## src/rtl/vga_pattern_gen_module.sv

```systemverilog
// vga_pattern_gen_module: parametrised VGA timing generator with test-pattern engine.
// Ports: CLK pixel clock; RSTn async active-low reset; Mode_Sig pattern select
// (0 bars, 1 grid, 2 checker, 3 bouncing box); VSYNC_Sig/HSYNC_Sig syncs;
// Ready_Sig data enable; Column_Addr_Sig/Row_Addr_Sig active-region address;
// Frame_Sig frame-start pulse; Red_Sig/Green_Sig/Blue_Sig colour channels.
module vga_pattern_gen_module #(
    parameter int H_SYNC    = 128,
    parameter int H_BACK    = 88,
    parameter int H_ACTIVE  = 800,
    parameter int H_FRONT   = 40,
    parameter int V_SYNC    = 4,
    parameter int V_BACK    = 23,
    parameter int V_ACTIVE  = 600,
    parameter int V_FRONT   = 1,
    parameter int SYNC_POL  = 1,
    parameter int COLOR_W   = 4,
    parameter int GRID_STEP = 32,
    parameter int CHK_SHIFT = 5,
    parameter int BOX_SIZE  = 64
) (
    input  logic               CLK,
    input  logic               RSTn,
    input  logic [1:0]         Mode_Sig,
    output logic               VSYNC_Sig,
    output logic               HSYNC_Sig,
    output logic               Ready_Sig,
    output logic [10:0]        Column_Addr_Sig,
    output logic [10:0]        Row_Addr_Sig,
    output logic               Frame_Sig,
    output logic [COLOR_W-1:0] Red_Sig,
    output logic [COLOR_W-1:0] Green_Sig,
    output logic [COLOR_W-1:0] Blue_Sig
);
    localparam logic [10:0] H_LAST   = 11'(H_SYNC + H_BACK + H_ACTIVE + H_FRONT - 1);
    localparam logic [10:0] V_LAST   = 11'(V_SYNC + V_BACK + V_ACTIVE + V_FRONT - 1);
    localparam logic [10:0] HS_END   = 11'(H_SYNC);
    localparam logic [10:0] VS_END   = 11'(V_SYNC);
    localparam logic [10:0] HA0      = 11'(H_SYNC + H_BACK);
    localparam logic [10:0] VA0      = 11'(V_SYNC + V_BACK);
    localparam logic [10:0] HA1      = 11'(H_SYNC + H_BACK + H_ACTIVE);
    localparam logic [10:0] VA1      = 11'(V_SYNC + V_BACK + V_ACTIVE);
    localparam logic [10:0] COL_LAST = 11'(H_ACTIVE - 1);
    localparam logic [10:0] ROW_LAST = 11'(V_ACTIVE - 1);
    localparam logic [10:0] BX_MAX   = 11'(H_ACTIVE - BOX_SIZE);
    localparam logic [10:0] BY_MAX   = 11'(V_ACTIVE - BOX_SIZE);
    localparam logic [10:0] BOX      = 11'(BOX_SIZE);
    localparam logic [10:0] G_LAST   = 11'(GRID_STEP - 1);
    localparam logic [10:0] BAR_LAST = 11'(H_ACTIVE / 8 - 1);
    localparam logic        POL      = 1'(SYNC_POL);

    logic [1:0]         rst_sync_q, rst_sync_d;
    logic [10:0]        h_cnt_q, h_cnt_d, v_cnt_q, v_cnt_d;
    logic [10:0]        gx_q, gx_d, gy_q, gy_d, bar_cnt_q, bar_cnt_d;
    logic [3:0]         bar_q, bar_d;
    logic [1:0]         mode_q, mode_d;
    logic [10:0]        box_x_q, box_x_d, box_y_q, box_y_d;
    logic               dir_x_q, dir_x_d, dir_y_q, dir_y_d;
    logic               hs_q, hs_d, vs_q, vs_d, rdy_q, rdy_d, frame_q, frame_d;
    logic [10:0]        col_q, col_d, row_q, row_d;
    logic [COLOR_W-1:0] red_q, red_d, green_q, green_d, blue_q, blue_d;
    logic               rst_n, h_wrap, frame_start, act, in_box, grid, pat, pr, pg, pb;
    logic [10:0]        col, row;

    // Reset asserts asynchronously but is released only after two clean clock edges.
    always_ff @(posedge CLK or negedge RSTn) begin
        if (!RSTn) rst_sync_q <= '0;
        else       rst_sync_q <= rst_sync_d;
    end

    assign rst_n = rst_sync_q[1];

    always_comb begin
        rst_sync_d  = {rst_sync_q[0], 1'b1};
        h_wrap      = h_cnt_q == H_LAST;
        h_cnt_d     = h_wrap ? '0 : h_cnt_q + 11'd1;
        v_cnt_d     = !h_wrap ? v_cnt_q : (v_cnt_q == V_LAST ? '0 : v_cnt_q + 11'd1);
        frame_start = h_cnt_q == '0 && v_cnt_q == '0;
        // Rolling counters stand in for col%GRID_STEP, row%GRID_STEP and col/(H_ACTIVE/8);
        // each is zeroed on the cycle before the active window starts.
        gx_d        = (h_cnt_d == HA0 || gx_q == G_LAST) ? '0 : gx_q + 11'd1;
        gy_d        = !h_wrap ? gy_q : ((v_cnt_d == VA0 || gy_q == G_LAST) ? '0 : gy_q + 11'd1);
        bar_cnt_d   = (h_cnt_d == HA0 || bar_cnt_q == BAR_LAST) ? '0 : bar_cnt_q + 11'd1;
        bar_d       = h_cnt_d == HA0 ? '0 :
                      (bar_cnt_q == BAR_LAST && !bar_q[3]) ? bar_q + 4'd1 : bar_q;
        mode_d      = frame_start ? Mode_Sig : mode_q;
        // Flipping the direction first makes the edge step land one pixel back inside.
        dir_x_d     = frame_start && (dir_x_q ? box_x_q == BX_MAX : box_x_q == '0) ? ~dir_x_q : dir_x_q;
        dir_y_d     = frame_start && (dir_y_q ? box_y_q == BY_MAX : box_y_q == '0) ? ~dir_y_q : dir_y_q;
        box_x_d     = !frame_start ? box_x_q : (dir_x_d ? box_x_q + 11'd1 : box_x_q - 11'd1);
        box_y_d     = !frame_start ? box_y_q : (dir_y_d ? box_y_q + 11'd1 : box_y_q - 11'd1);
        col         = h_cnt_q - HA0;
        row         = v_cnt_q - VA0;
        act         = h_cnt_q >= HA0 && h_cnt_q < HA1 && v_cnt_q >= VA0 && v_cnt_q < VA1;
        in_box      = col >= box_x_q && col < box_x_q + BOX && row >= box_y_q && row < box_y_q + BOX;
        grid        = gx_q == '0 || gy_q == '0 || col == COL_LAST || row == ROW_LAST;
        pat         = mode_q[0] ? grid : col[CHK_SHIFT] ^ row[CHK_SHIFT];
        // Bar index 0..7 maps to white..black through its inverted bits; 8 is the black remainder.
        pr          = mode_q == 2'd0 ? ~bar_q[3] & ~bar_q[1] : (mode_q == 2'd3 ? in_box : pat);
        pg          = mode_q == 2'd0 ? ~bar_q[3] & ~bar_q[2] : (mode_q == 2'd3 ? 1'b0 : pat);
        pb          = mode_q == 2'd0 ? ~bar_q[3] & ~bar_q[0] : (mode_q == 2'd3 ? ~in_box : pat);
        hs_d        = h_cnt_q < HS_END ? POL : ~POL;
        vs_d        = v_cnt_q < VS_END ? POL : ~POL;
        rdy_d       = act;
        col_d       = act ? col : '0;
        row_d       = act ? row : '0;
        frame_d     = frame_start;
        red_d       = {COLOR_W{act & pr}};
        green_d     = {COLOR_W{act & pg}};
        blue_d      = {COLOR_W{act & pb}};
    end

    always_ff @(posedge CLK or negedge rst_n) begin
        if (!rst_n) begin
            h_cnt_q   <= '0;
            v_cnt_q   <= '0;
            gx_q      <= '0;
            gy_q      <= '0;
            bar_cnt_q <= '0;
            bar_q     <= '0;
            mode_q    <= '0;
            box_x_q   <= '0;
            box_y_q   <= '0;
            dir_x_q   <= 1'b1;
            dir_y_q   <= 1'b1;
            hs_q      <= ~POL;
            vs_q      <= ~POL;
            rdy_q     <= 1'b0;
            col_q     <= '0;
            row_q     <= '0;
            frame_q   <= 1'b0;
            red_q     <= '0;
            green_q   <= '0;
            blue_q    <= '0;
        end else begin
            h_cnt_q   <= h_cnt_d;
            v_cnt_q   <= v_cnt_d;
            gx_q      <= gx_d;
            gy_q      <= gy_d;
            bar_cnt_q <= bar_cnt_d;
            bar_q     <= bar_d;
            mode_q    <= mode_d;
            box_x_q   <= box_x_d;
            box_y_q   <= box_y_d;
            dir_x_q   <= dir_x_d;
            dir_y_q   <= dir_y_d;
            hs_q      <= hs_d;
            vs_q      <= vs_d;
            rdy_q     <= rdy_d;
            col_q     <= col_d;
            row_q     <= row_d;
            frame_q   <= frame_d;
            red_q     <= red_d;
            green_q   <= green_d;
            blue_q    <= blue_d;
        end
    end

    assign HSYNC_Sig       = hs_q;
    assign VSYNC_Sig       = vs_q;
    assign Ready_Sig       = rdy_q;
    assign Column_Addr_Sig = col_q;
    assign Row_Addr_Sig    = row_q;
    assign Frame_Sig       = frame_q;
    assign Red_Sig         = red_q;
    assign Green_Sig       = green_q;
    assign Blue_Sig        = blue_q;
endmodule

```

## config.mk

```make
export PLATFORM = sky130hd
export DESIGN_NAME = vga_pattern_gen_module
export DESIGN_NICKNAME = d
export VERILOG_FILES = /design/src/rtl/vga_pattern_gen_module.sv
export SDC_FILE = /design/constraint.sdc
export NUM_CORES = 1
export LEC_CHECK = 0
export ABC_AREA = 1
export CORE_UTILIZATION = 40
export CTS_BUF_LIST = sky130_fd_sc_hd__clkbuf_8 sky130_fd_sc_hd__clkbuf_16
export CTS_CLUSTER_DIAMETER = 150
export DETAILED_ROUTE_END_ITERATION = 7
export GPL_ROUTABILITY_DRIVEN = 0
export PLACE_DENSITY = 0.64
export SETUP_SLACK_MARGIN = 0.2
export SKIP_LAST_GASP = 1
export SLEW_MARGIN = 25
export SYNTH_ARGS = -nofsm -noshare
export SYNTH_HDL_FRONTEND = slang
export SYNTH_SLANG_ARGS = --single-unit
export TNS_END_PERCENT = 20
```

## constraint.sdc

```tcl
create_clock -name CLK -period 3.25 [get_ports CLK]
set_input_delay 0.4875 -clock CLK [delete_from_list [all_inputs] [get_ports CLK]]
set_output_delay 0.4875 -clock CLK [all_outputs]
set_load 0.02 [all_outputs]
```

==> results of run 1 <==
power by group:
group / switching, W / internal (W) / leakage (nW)
Sequential: 0.0000136 / 0.00145 / 1.56
Clock: 0.000732 / 0.00115 / 0.283
Combinational: 0.0000204 / 0.00000707 / 2.82
registers in the layout, indices dropped and copies added (netlist names), 2 cells and up:
| signal | cells |
|---|---|
| box_y_q | 11 |
| mode_q | 2 |
| v_cnt_q | 11 |
| Column_Addr_Sig | 11 |
| bar_cnt_q | 11 |
| gy_q | 11 |
| h_cnt_q | 11 |
| box_x_q | 11 |
| bar_q | 4 |
| gx_q | 11 |
| rst_sync_q | 2 |
| Row_Addr_Sig | 11 |
worst max-delay path by stage:
stage / start / end / slack, ns / cells past startpoint
finish: h_cnt_q[1] / box_y_q[10] / 0.28 / 20
floorplan: v_cnt_q[0] / box_x_q[10] / 0.39 / 16
global placement: h_cnt_q[0] / box_y_q[10] / 0.14 / 19
detailed placement: h_cnt_q[1] / box_y_q[10] / 0.06 / 19
global route: h_cnt_q[1] / box_y_q[7] / 0.11 / 20
CTS: h_cnt_q[1] / box_y_q[10] / 0.19 / 19
worst max-delay path, delay by kind of cell (launching register included):
family | cells | cell delay (ns)
adders and majority gates | 2 | 0.42
DFF | 1 | 0.42
AOI/OAI and AO/OA | 1 | 0.20
and+or+nand+nor | 12 | 1.26
buffers and inverters | 5 | 0.55
Yosys cell counts (4+ instances only):
library cell	number
sky130_fd_sc_hd__buf_2	9
sky130_fd_sc_hd__nand2_2	9
sky130_fd_sc_hd__a31oi_1	5
sky130_fd_sc_hd__nand3_1	81
sky130_fd_sc_hd__o22ai_1	4
sky130_fd_sc_hd__nand3b_1	6
sky130_fd_sc_hd__nand4_1	35
sky130_fd_sc_hd__ha_1	65
sky130_fd_sc_hd__a21oi_1	39
sky130_fd_sc_hd__o21bai_1	5
sky130_fd_sc_hd__dfrtp_1	114
sky130_fd_sc_hd__xnor2_1	10
sky130_fd_sc_hd__nor3_1	34
sky130_fd_sc_hd__nor2_1	133
sky130_fd_sc_hd__nor2_2	15
sky130_fd_sc_hd__nand2_1	247
sky130_fd_sc_hd__inv_1	141
sky130_fd_sc_hd__inv_2	4
sky130_fd_sc_hd__buf_4	10
sky130_fd_sc_hd__xor2_1	38
sky130_fd_sc_hd__o21ai_0	35
cell families (layout without fill, tap and decap cells):
kind of cell,count (synthesis),in the layout,synth area share [%]
simple gates,579,581,32.14
other cells,1,1,0.04676
flops,116,116,36.23
xor+xnor,48,48,5.243
buf+inv,172,274,8.940
compound gates,98,98,6.756
fa+ha+maj,67,67,10.64
per-layer routing:
metal	global-route usage (%)	up-vias	routed length [µm]
met1	27.14	3361	9495
met2	33.16	166	9384
li1	-	3686	-
met5	0	-	0
met3	3.432	28	873
met4	6.495	0	337
final cells by class:
cell class / instances / area [µm²] / share of cell area [%]
multi-input cells: 795 / 4771 / 47.71
inverters: 147 / 554.3 / 5.543
flip-flops and latches: 116 / 2910 / 29.10
repair buffers: 95 / 839.6 / 8.396
clock inverters: 14 / 153.9 / 1.539
well taps: 265 / 331.6 / 3.316
clock buffers: 18 / 439.2 / 4.392
through the flow:
step	instance area [µm²]	setup WS [ns]	instances	util (%)	total power, W
6_report	10000	0.2812	1450	51.21	0.003374
5_1_grt	10000	0.1073	1450	51.21	0.003480
4_1_cts	9572	0.1884	1432	49.02	0.003412
3_5_place_dp	8897	0.06139	1400	45.57	0.001518
3_3_place_gp	8897	0.1435	1400	45.57	0.001517
2_1_floorplan	8020	0.3884	1081	-	0.001498
timing repair:
action | 4_1_cts | 5_1_grt
setup buffers | 0 | 16
endpoints found under the setup margin | 13 | 14
pin swaps | 1 | 23
gates resized for setup | 10 | 53
gates cloned | 0 | 2
==> key figures, run 1 <==
Clocking
  • CTS Hold Bufs: 0
  • Root buffer cell: sky130_fd_sc_hd__clkbuf_16
  • Maximum level of the CTS H-tree: 4
  • Clock net sink count: ~120
  • CTS clock-pin slew for the worst setup and hold paths: 0.06 ns
  • Clock tree from TritonCTS: yes
  • Clock network latency to the later pin of the worst-skew pair: 0.43 ns
  • Maximum count of clock buffers along a single path: 2
  • Clock buffers created by TritonCTS: 17

STA
  • Number of setup violations in the final report: 0
  • Clock skew: 0.009506 ns
  • Setup Total Neg Slack: 0 ns
  • Minimum period implied by the final worst setup slack: 2.969 ns
  • Setup repair after global routing missed its margin: true
  • Final Cycle Share: 91.35%
  • Tightest slew margin relative to the limit: 56.36%
  • Endpoints failing hold: 0
  • Pins over their slew limit: 0
  • F_max: 336.8 MHz
  • Transition time at the pin with the least slew margin: roughly 0.65 ns
  • Worst hold margin: 0.2191 ns

Outcome
  • Status: finished, final reports clean

Route
  • Final routed wirelength across all metal layers: 20090 µm
  • Mean number of vias per cell: 4.994
  • DRC: 0
  • Final ANT Viol Nets: 0
  • Number of iterations in the first detailed-routing pass: 5
  • Routed vias: 7241
  • Average wire length per cell after detail routing: 13.86 µm
  • Number of DRC markers in iteration 0: just over 600

Worst setup path
  • Critical path required time: 3.56 ns
  • R2r worst-path depth: 20
  • Sort of element at the end of the critical path: register
  • Crit start category: register
  • Setup slack of the most critical reg-to-reg path: about 0.28 ns
  • Critical Path Slowest Stage Cell: sky130_fd_sc_hd__dfrtp_1
  • Sequence of cells on the critical path: inv_2 -> ha_4 -> nand3_1 -> nor2_1 -> nand2_1 -> nor3_2 -> buf_6 -> inv_4 -> o21ai_4 -> buf_6 -> nand2_8 -> ha_4 -> inv_1 -> nor3_2 -> nand3_1 -> nand4_1 -> nand3b_1 -> nand3_2 -> nand2_1 -> nand2_1
  • Crit-path max cell delay: 0.42 ns
  • Most used cell along the critical path: sky130_fd_sc_hd__nand2_1
  • R2r endpoint: box_y_q[10]
  • Worst r2r src: h_cnt_q[1]
  • Classification of the worst setup path: register to register
  • Peak fanout along the critical path: 7
  • Crit path arrival time: 3.28 ns

Layout
  • Most frequent cells in the layout: sky130_fd_sc_hd__nand2_1 (244), sky130_fd_sc_hd__inv_1 (139), sky130_fd_sc_hd__nor2_1 (125), sky130_fd_sc_hd__dfrtp_1 (112), sky130_fd_sc_hd__nand3_1 (80)
  • Layout area overhead: 24.70%
  • Most common cell after layout, fill and taps aside: sky130_fd_sc_hd__nand2_1
  • Fraction of final layout cells sized beyond drive strength 1: between 10% and 20%
  • ANT cells: 0
  • Layout Nets: 1243
  • Layout filler cell count: 1870

Logic synthesis
  • Area fraction of the dominant cell type after synthesis: approximately 36%
  • Proportion of synthesized flip-flops having asynchronous set or reset: 100.0%
  • Nets in the synthesized netlist: 1152
  • EDFF count, synth: 0
  • Number of warnings issued by yosys: 0
  • Cell count after synthesis: 1081
  • Post-synthesis sequential element count: 116
  • Synthesized cell area: ~0.0080 mm²
  • Register area share after synthesis: 36.23%
  • Mean post-synth cell area: between 7 and 8 µm²
  • Most used DFF post-synth: sky130_fd_sc_hd__dfrtp_1
  • Distinct cell type count of the synthesized netlist: 44
  • Biggest area contributors in the synthesized netlist: sky130_fd_sc_hd__dfrtp_1 (36%), sky130_fd_sc_hd__nand2_1 (12%), sky130_fd_sc_hd__ha_1 (10%), sky130_fd_sc_hd__inv_1 (6.6%), sky130_fd_sc_hd__nor2_1 (6.2%)
  • Library cell occupying the most area in the post-synthesis netlist: sky130_fd_sc_hd__dfrtp_1

Place
  • Placed wire-length estimate: 14440 µm
  • IO buf count: just over 40

Die
  • Area inside the core boundary: 0.01953 mm²
  • Number of top-level pins: 42
  • Site Rows: 51
  • Die area: 0.02062 mm²
  • Die Span Y: 143.6 µm
  • Die width: 143.6 µm
  • Initial Utilization: 41.07%

Global routing
  • Global-route wire length before repair: around 33000 µm
  • Leftover overflow at the end of global routing: 0
  • GRT Total Usage: 20.26%
  • Largest net degree at the start of global routing: 71
  • Vias in the first global route: 6786
  • Initial antenna violation count: 0

Worst hold path
  • Kind of path behind the tightest hold check: input pin to asynchronous set/reset pin

Job
  • Max-capacitance violation count: 0

Pwr
  • Pleak: 4.665 nW
  • Worst-case vdd ir drop: 0.3151 mV
  • P per Cell Area: 337.4 mW/mm²
(Power assumes the default switching activity.)
==> inputs of run 2 (changes only) <==
==> constraint.sdc (replaced) <==
create_clock -name CLK -period 2.7 [get_ports CLK]
set_input_delay 0.405 -clock CLK [delete_from_list [all_inputs] [get_ports CLK]]
set_output_delay 0.405 -clock CLK [all_outputs]
set_load 0.02 [all_outputs]
==> key figures, run 2 (synthesized netlist as in run 1, its figures left out) <==
Route
  • Routed vias: 7703 (+6.4%)
  • Final ANT Viol Nets: 0 (unchanged)
  • Number of DRC markers in iteration 0: 476 (-21%)
  • DRC: 0 (unchanged)
  • Average wire length per cell after detail routing: 13.80 µm (-0.43%)
  • Mean number of vias per cell: 4.992 (about the same)
  • Final routed wirelength across all metal layers: 21290 µm (+6.0%)
  • Number of iterations in the first detailed-routing pass: 7 (+2)

STA
  • Final Cycle Share: 111.7% (+20 points)
  • Number of setup violations in the final report: 19 (+19)
  • Fin worst setup slack: -0.3167 ns (-0.5979 ns)
  • Setup Total Neg Slack: -2.633 ns (-2.633 ns)
  • Setup repair after global routing missed its margin: true
  • Pins over their slew limit: 0 (unchanged)
  • Minimum period implied by the final worst setup slack: 3.017 ns (+0.04785 ns)
  • Transition time at the pin with the least slew margin: 0.6128 ns (-0.04173 ns)
  • Clock skew: 0.009170 ns (-0.0003367 ns)
  • F_max: 331.5 MHz (-1.6%)
  • Tightest slew margin relative to the limit: 59.15% (+2.8 points)
  • Endpoints failing hold: 0 (unchanged)

Clocking
  • Maximum count of clock buffers along a single path: 2 (unchanged)
  • CTS Hold Bufs: 0 (unchanged)
  • Clock buffers created by TritonCTS: 17 (unchanged)
  • Root buffer cell: sky130_fd_sc_hd__clkbuf_16
  • Clock network latency to the later pin of the worst-skew pair: 0.42 ns (about the same)
  • CTS clock-pin slew for the worst setup and hold paths: 0.06 ns (about the same)
  • Clock net sink count: 116 (unchanged)
  • Clock tree from TritonCTS: yes
  • Maximum level of the CTS H-tree: 4 (unchanged)

Worst setup path
  • Classification of the worst setup path: register to register
  • Peak fanout along the critical path: 5 (-2)
  • Crit-path max cell delay: 0.39 ns (-0.03 ns)
  • R2r worst-path depth: 19 (-5.0%)
  • Sort of element at the end of the critical path: register
  • Crit path arrival time: 3.32 ns (+0.04 ns)
  • Sequence of cells on the critical path: inv_2 -> ha_4 -> nand3_2 -> nor2_1 -> nand2_1 -> nor3_2 -> buf_4 -> inv_4 -> o21ai_4 -> nand2_4 -> ha_4 -> nand2_1 -> nor2_2 -> nand3_2 -> nand4_1 -> nand3b_1 -> nand3_1 -> nand2_1 -> nand2_1
  • Critical Path Slowest Stage Cell: sky130_fd_sc_hd__dfrtp_1
  • Crit start category: register
  • Critical path required time: 3.00 ns (-0.56 ns)
  • Most used cell along the critical path: sky130_fd_sc_hd__nand2_1

Global routing
  • Vias in the first global route: 7564 (+11%)
  • Global-route wire length before repair: 35720 µm (+9.6%)
  • Leftover overflow at the end of global routing: 0 (unchanged)
  • GRT Total Usage: 22.24% (+2.0 points)
  • Initial antenna violation count: 0 (unchanged)
  • Largest net degree at the start of global routing: 46 (-35%)

Layout
  • Most frequent cells in the layout: sky130_fd_sc_hd__nand2_1 (242), sky130_fd_sc_hd__buf_4 (139), sky130_fd_sc_hd__inv_1 (131), sky130_fd_sc_hd__nor2_1 (126), sky130_fd_sc_hd__dfrtp_1 (113)
  • ANT cells: 0 (unchanged)
  • Final non-filler cell area: 0.01082 mm² (+8.2%)
  • Fraction of final layout cells sized beyond drive strength 1: 22.69% (+7.6 points)
  • Post-layout util: 55.39% (+4.2 points)
  • Layout Nets: 1336 (+7.5%)
  • Most common cell after layout, fill and taps aside: sky130_fd_sc_hd__nand2_1
  • Layout area overhead: 34.87%

Die
  • Site Rows: 51 (unchanged)
  • Die area: 0.02062 mm² (unchanged)
  • Die Span Y: 143.6 µm (unchanged)
  • Area inside the core boundary: 0.01953 mm² (unchanged)
  • Number of top-level pins: 42 (unchanged)
  • Initial Utilization: 41.07% (unchanged)
  • Die width: 143.6 µm (unchanged)

Pwr
  • Power consumption: 0.004119 W (+22%)
  • Pleak: 5.224 nW (+12%)
  • Worst-case vdd ir drop: 0.3232 mV (+2.6%)
  • P per Cell Area: 380.9 mW/mm² (+13%)

Worst hold path
  • Kind of path behind the tightest hold check: input pin to asynchronous set/reset pin

Place
  • Placed wire-length estimate: 15140 µm (+4.9%)
  • Worst setup slack after placement: -0.4230 ns (-0.4843 ns)
  • IO buf count: 41 (unchanged)
  • Placed Instance Area: 0.009608 mm² (+8.0%)

Outcome
  • Status: finished with violations
  • Violations in the final reports: negative setup slack

Job
  • Max-capacitance violation count: 0 (unchanged)
-- run 2: metrics by stage --
step	std cells	hold WS, ns
5_1_grt	1543	0.1361
3_3_place_gp	1493	0.3336
6_report	1543	0.1420
2_1_floorplan	1081	0.1094
3_5_place_dp	1493	0.3371
4_1_cts	1538	0.1264
-- run 2: worst max-delay path: cells and delay by family (launching register included) --
family	cells	cell delay (ns)
adders and majority gates	2	0.48
and+or+nand+nor	13	1.47
buffers and inverters	3	0.32
DFF	1	0.39
AOI/OAI and AO/OA	1	0.24
-- run 2: final timing paths --
check	from	end	slack [ns]
worst min-delay path	RSTn	rst_sync_q[1]	0.14
worst max-delay path	h_cnt_q[1]	box_y_q[10]	-0.32
min in group CLK	rst_sync_q[0]	rst_sync_q[1]	0.35
max in group asynchronous	rst_sync_q[1]	dir_y_q	1.65
worst max register to register	h_cnt_q[1]	box_y_q[10]	-0.32
worst min register to register	rst_sync_q[1]	gy_q[5]	0.34
-- run 2: repair_timing --
action | 4_1_cts | 5_1_grt
gates cloned | 2 | 0
gates resized for setup | 61 | 33
pin swaps | 33 | 21
buffers inserted | 11 | 5
endpoints found under the setup margin | 22 | 33
-- run 2: per-layer routing --
layer | global-route usage [%] | vias up | part of all wire [%]
met4 | 7.503 | 0 | 2.0
met1 | 28.81 | 3613 | 46
met2 | 37.23 | 183 | 48
met5 | 0 | - | 0
li1 | - | 3874 | -
met3 | 3.999 | 33 | 4.6
-- run 2: area by class of cell --
cell class | count | area, µm²
multi-input combinational | 795 | 4843
inverter | 147 | 556.8
clock buffer | 18 | 439.2
sequential | 116 | 2909
clock inverter | 14 | 165.2
tap | 265 | 331.6
fill | 1796 | 8711
timing repair buffer | 188 | 1570
-- run 2: where the power goes --
group | internal [W] | switching, W | total [W]
logic | 0.0000114 | 0.0000264 | 0.0000378
clock network | 0.00141 | 0.000914 | 0.00232
registers | 0.00174 | 0.0000154 | 0.00176
==> inputs of run 3 (changes only) <==
--- a/config.mk
+++ b/config.mk
@@ -6,12 +6,12 @@
 export NUM_CORES = 1
 export LEC_CHECK = 0
 export ABC_AREA = 1
-export CORE_UTILIZATION = 40
+export CORE_UTILIZATION = 30
 export CTS_BUF_LIST = sky130_fd_sc_hd__clkbuf_8 sky130_fd_sc_hd__clkbuf_16
 export CTS_CLUSTER_DIAMETER = 150
 export DETAILED_ROUTE_END_ITERATION = 7
 export GPL_ROUTABILITY_DRIVEN = 0
-export PLACE_DENSITY = 0.64
+export PLACE_DENSITY = 0.52
 export SETUP_SLACK_MARGIN = 0.2
 export SKIP_LAST_GASP = 1
 export SLEW_MARGIN = 25
==> key figures, run 3 (synthesized netlist as in run 1, its figures left out) <==
Route
  • DRC: 13 (+13)
  • Mean number of vias per cell: 4.624 (-7.4%)
  • Number of DRC markers in iteration 0: 484 (+1.7%)
  • Number of iterations in the first detailed-routing pass: 7 (unchanged)
  • Final routed wirelength across all metal layers: 21980 µm (+3.3%)
  • Routed vias: 7542 (-2.1%)
  • Final ANT Viol Nets: 0 (unchanged)
  • Average wire length per cell after detail routing: 13.48 µm (-2.3%)

Die
  • Die width: 165.5 µm (+15%)
  • Die Span Y: 165.5 µm (+15%)
  • Initial Utilization: 30.69% (-10 points)
  • Die area: 0.02739 mm² (+33%)
  • Area inside the core boundary: 0.02613 mm² (+34%)
  • Number of top-level pins: 42 (unchanged)
  • Site Rows: 59 (+16%)

Worst setup path
  • Peak fanout along the critical path: 6 (+1)
  • Crit start category: register
  • Critical path required time: 3.01 ns (about the same)
  • Crit path arrival time: 3.24 ns (-0.08 ns)
  • Sort of element at the end of the critical path: register
  • Classification of the worst setup path: register to register

STA
  • Fin worst setup slack: -0.2249 ns (+0.09179 ns)
  • Final Cycle Share: 108.3% (-3.4 points)
  • F_max: 341.9 MHz (+3.1%)
  • Minimum period implied by the final worst setup slack: 2.925 ns (-0.09179 ns)
  • Setup repair after global routing missed its margin: true
  • Transition time at the pin with the least slew margin: 0.5576 ns (-0.05523 ns)
  • Number of setup violations in the final report: 17 (-2)
  • Tightest slew margin relative to the limit: 62.83% (+3.7 points)
  • Pins over their slew limit: 0 (unchanged)
  • Clock skew: 0.008847 ns (-0.0003222 ns)
  • Endpoints failing hold: 0 (unchanged)

Clocking
  • Clock net sink count: 116 (unchanged)
  • CTS clock-pin slew for the worst setup and hold paths: 0.06 ns (about the same)
  • Clock tree from TritonCTS: yes
  • Maximum level of the CTS H-tree: 4 (unchanged)
  • Clock buffers created by TritonCTS: 17 (unchanged)
  • Maximum count of clock buffers along a single path: 2 (unchanged)
  • Root buffer cell: sky130_fd_sc_hd__clkbuf_16
  • Clock network latency to the later pin of the worst-skew pair: 0.43 ns (about the same)

Place
  • Dpl cells: 1576 (+5.6%)
  • IO buf count: 41 (unchanged)
  • Worst setup slack after placement: -0.3639 ns (+0.05905 ns)
  • Placed wire-length estimate: 16320 µm (+7.8%)

Outcome
  • Status: finished with violations
  • Violations in the final reports: design-rule violations, negative setup slack

Layout
  • Layout area overhead: 38.06%
  • Number of standard cells in the final layout excluding fillers: 1631 (+5.7%)
  • Layout Nets: 1354 (+1.3%)
  • Most common cell after layout, fill and taps aside: sky130_fd_sc_hd__nand2_1
  • ANT cells: 0 (unchanged)
  • Fraction of final layout cells sized beyond drive strength 1: 24.77% (+2.1 points)
  • Most frequent cells in the layout: sky130_fd_sc_hd__nand2_1 (235), sky130_fd_sc_hd__buf_4 (159), sky130_fd_sc_hd__inv_1 (131), sky130_fd_sc_hd__nor2_1 (123), sky130_fd_sc_hd__dfrtp_1 (113)

Global routing
  • Largest net degree at the start of global routing: 47 (+2.2%)
  • Global-route wire length before repair: 35500 µm (-0.62%)
  • Initial antenna violation count: 0 (unchanged)
  • Leftover overflow at the end of global routing: 0 (unchanged)
  • Vias in the first global route: 7209 (-4.7%)
  • GRT Total Usage: 16.74% (-5.5 points)

Worst hold path
  • Kind of path behind the tightest hold check: input pin to asynchronous set/reset pin

Pwr
  • P per Cell Area: 385.7 mW/mm² (+1.3%)
  • Pleak: 5.263 nW (+0.73%)
  • Worst-case vdd ir drop: 0.3924 mV (+21%)

Job
  • Max-capacitance violation count: 0 (unchanged)
## run 3: changes by cell type in the layout (fill, tap and decap cells not counted), moves of 3 or more
cell / delta
sky130_fd_sc_hd__buf_4: +20
sky130_fd_sc_hd__nand2_2: +8
sky130_fd_sc_hd__nand2_1: -7
sky130_fd_sc_hd__a21oi_2: +3
sky130_fd_sc_hd__nand2_8: -3
sky130_fd_sc_hd__nor2_1: -3
sky130_fd_sc_hd__nor3_2: +3
sky130_fd_sc_hd__o21ai_2: -3
## run 3: worst paths after layout
path	slack [ns]	depth (start not counted)	to	startpoint
max in group asynchronous	1.61	1	Row_Addr_Sig[0]	rst_sync_q[1]
worst max register to register	-0.22	19	box_x_q[10]	v_cnt_q[0]
worst min-delay path	0.14	1	rst_sync_q[0]	RSTn
worst max-delay path	-0.22	19	box_x_q[10]	v_cnt_q[0]
min in group CLK	0.35	0	rst_sync_q[1]	rst_sync_q[0]
worst min register to register	0.32	0	bar_cnt_q[5]	rst_sync_q[1]
## run 3: metal layers
| layer | vias to the layer above | track usage, % | share of wire, % |
|---|---|---|---|
| li1 | 3902 | - | - |
| met1 | 3488 | 22.24 | 48 |
| met2 | 132 | 27.75 | 47 |
| met3 | 20 | 2.822 | 3.6 |
| met4 | 0 | 4.835 | 1.2 |
| met5 | - | 0 | 0 |
## run 3: what timing repair did
item | in CTS | in global routing
hold buffers | 0 | 0
setup buffers | 7 | 15
endpoints found under the hold margin | 0 | 0
pin swaps | 13 | 37
setup endpoints to repair | 22 | 43
gates resized for setup | 44 | 56
gates cloned | 1 | 0
## run 3: metrics by stage
| stage | power (W) | hold WS, ns | setup TNS [ns] | area (µm²) | util, % |
|---|---|---|---|---|---|
| after floorplan | 0.001803 | 0.1094 | -0.9629 | 8020 | - |
| after global placement | 0.001829 | 0.3339 | -3.845 | 9781 | 37.43 |
| after detailed placement | 0.001829 | 0.3372 | -4.212 | 9781 | 37.43 |
| after CTS | 0.004335 | 0.1174 | -1.968 | 10710 | 40.98 |
| after global routing | 0.004413 | 0.1314 | -5.795 | 11070 | 42.36 |
| final | 0.004270 | 0.1376 | -1.812 | 11070 | 42.36 |
## run 3: area by class of cell
type | count | area, µm²
Inverter | 147 | 556.8
Clock inverter | 14 | 200.2
Clock buffer | 18 | 439.2
Fill cell | 2656 | 15060
Tap cell | 335 | 419.2
Sequential cell | 116 | 2909
Multi-Input combinational cell | 794 | 4851
Timing Repair Buffer | 207 | 1695
## run 3: critical path: stages, from the launching register on
cell                       delay [ns]
sky130_fd_sc_hd__dfrtp_1         0.38
sky130_fd_sc_hd__inv_1           0.07
sky130_fd_sc_hd__ha_1            0.22
sky130_fd_sc_hd__nand4_1         0.13
sky130_fd_sc_hd__nor3_2          0.22
sky130_fd_sc_hd__buf_4           0.18
sky130_fd_sc_hd__buf_6           0.09
sky130_fd_sc_hd__nand4_1         0.11
sky130_fd_sc_hd__nand2_2         0.13
sky130_fd_sc_hd__buf_8           0.15
sky130_fd_sc_hd__buf_6           0.13
sky130_fd_sc_hd__inv_4           0.03
sky130_fd_sc_hd__fa_2            0.35
sky130_fd_sc_hd__inv_2           0.08
sky130_fd_sc_hd__nand3_2         0.07
sky130_fd_sc_hd__nand4_1         0.12
sky130_fd_sc_hd__nand3b_1        0.16
sky130_fd_sc_hd__nand3_1         0.08
sky130_fd_sc_hd__nand2_1         0.06
sky130_fd_sc_hd__nand2_1         0.05
## run 3: report_power, final
group / total [W] / switching, W / internal (W)
registers: 0.00176 / 0.0000143 / 0.00174
logic: 0.0000380 / 0.0000286 / 0.00000943
clock network: 0.00248 / 0.000897 / 0.00158
total: 0.00427 / 0.000940 / 0.00333
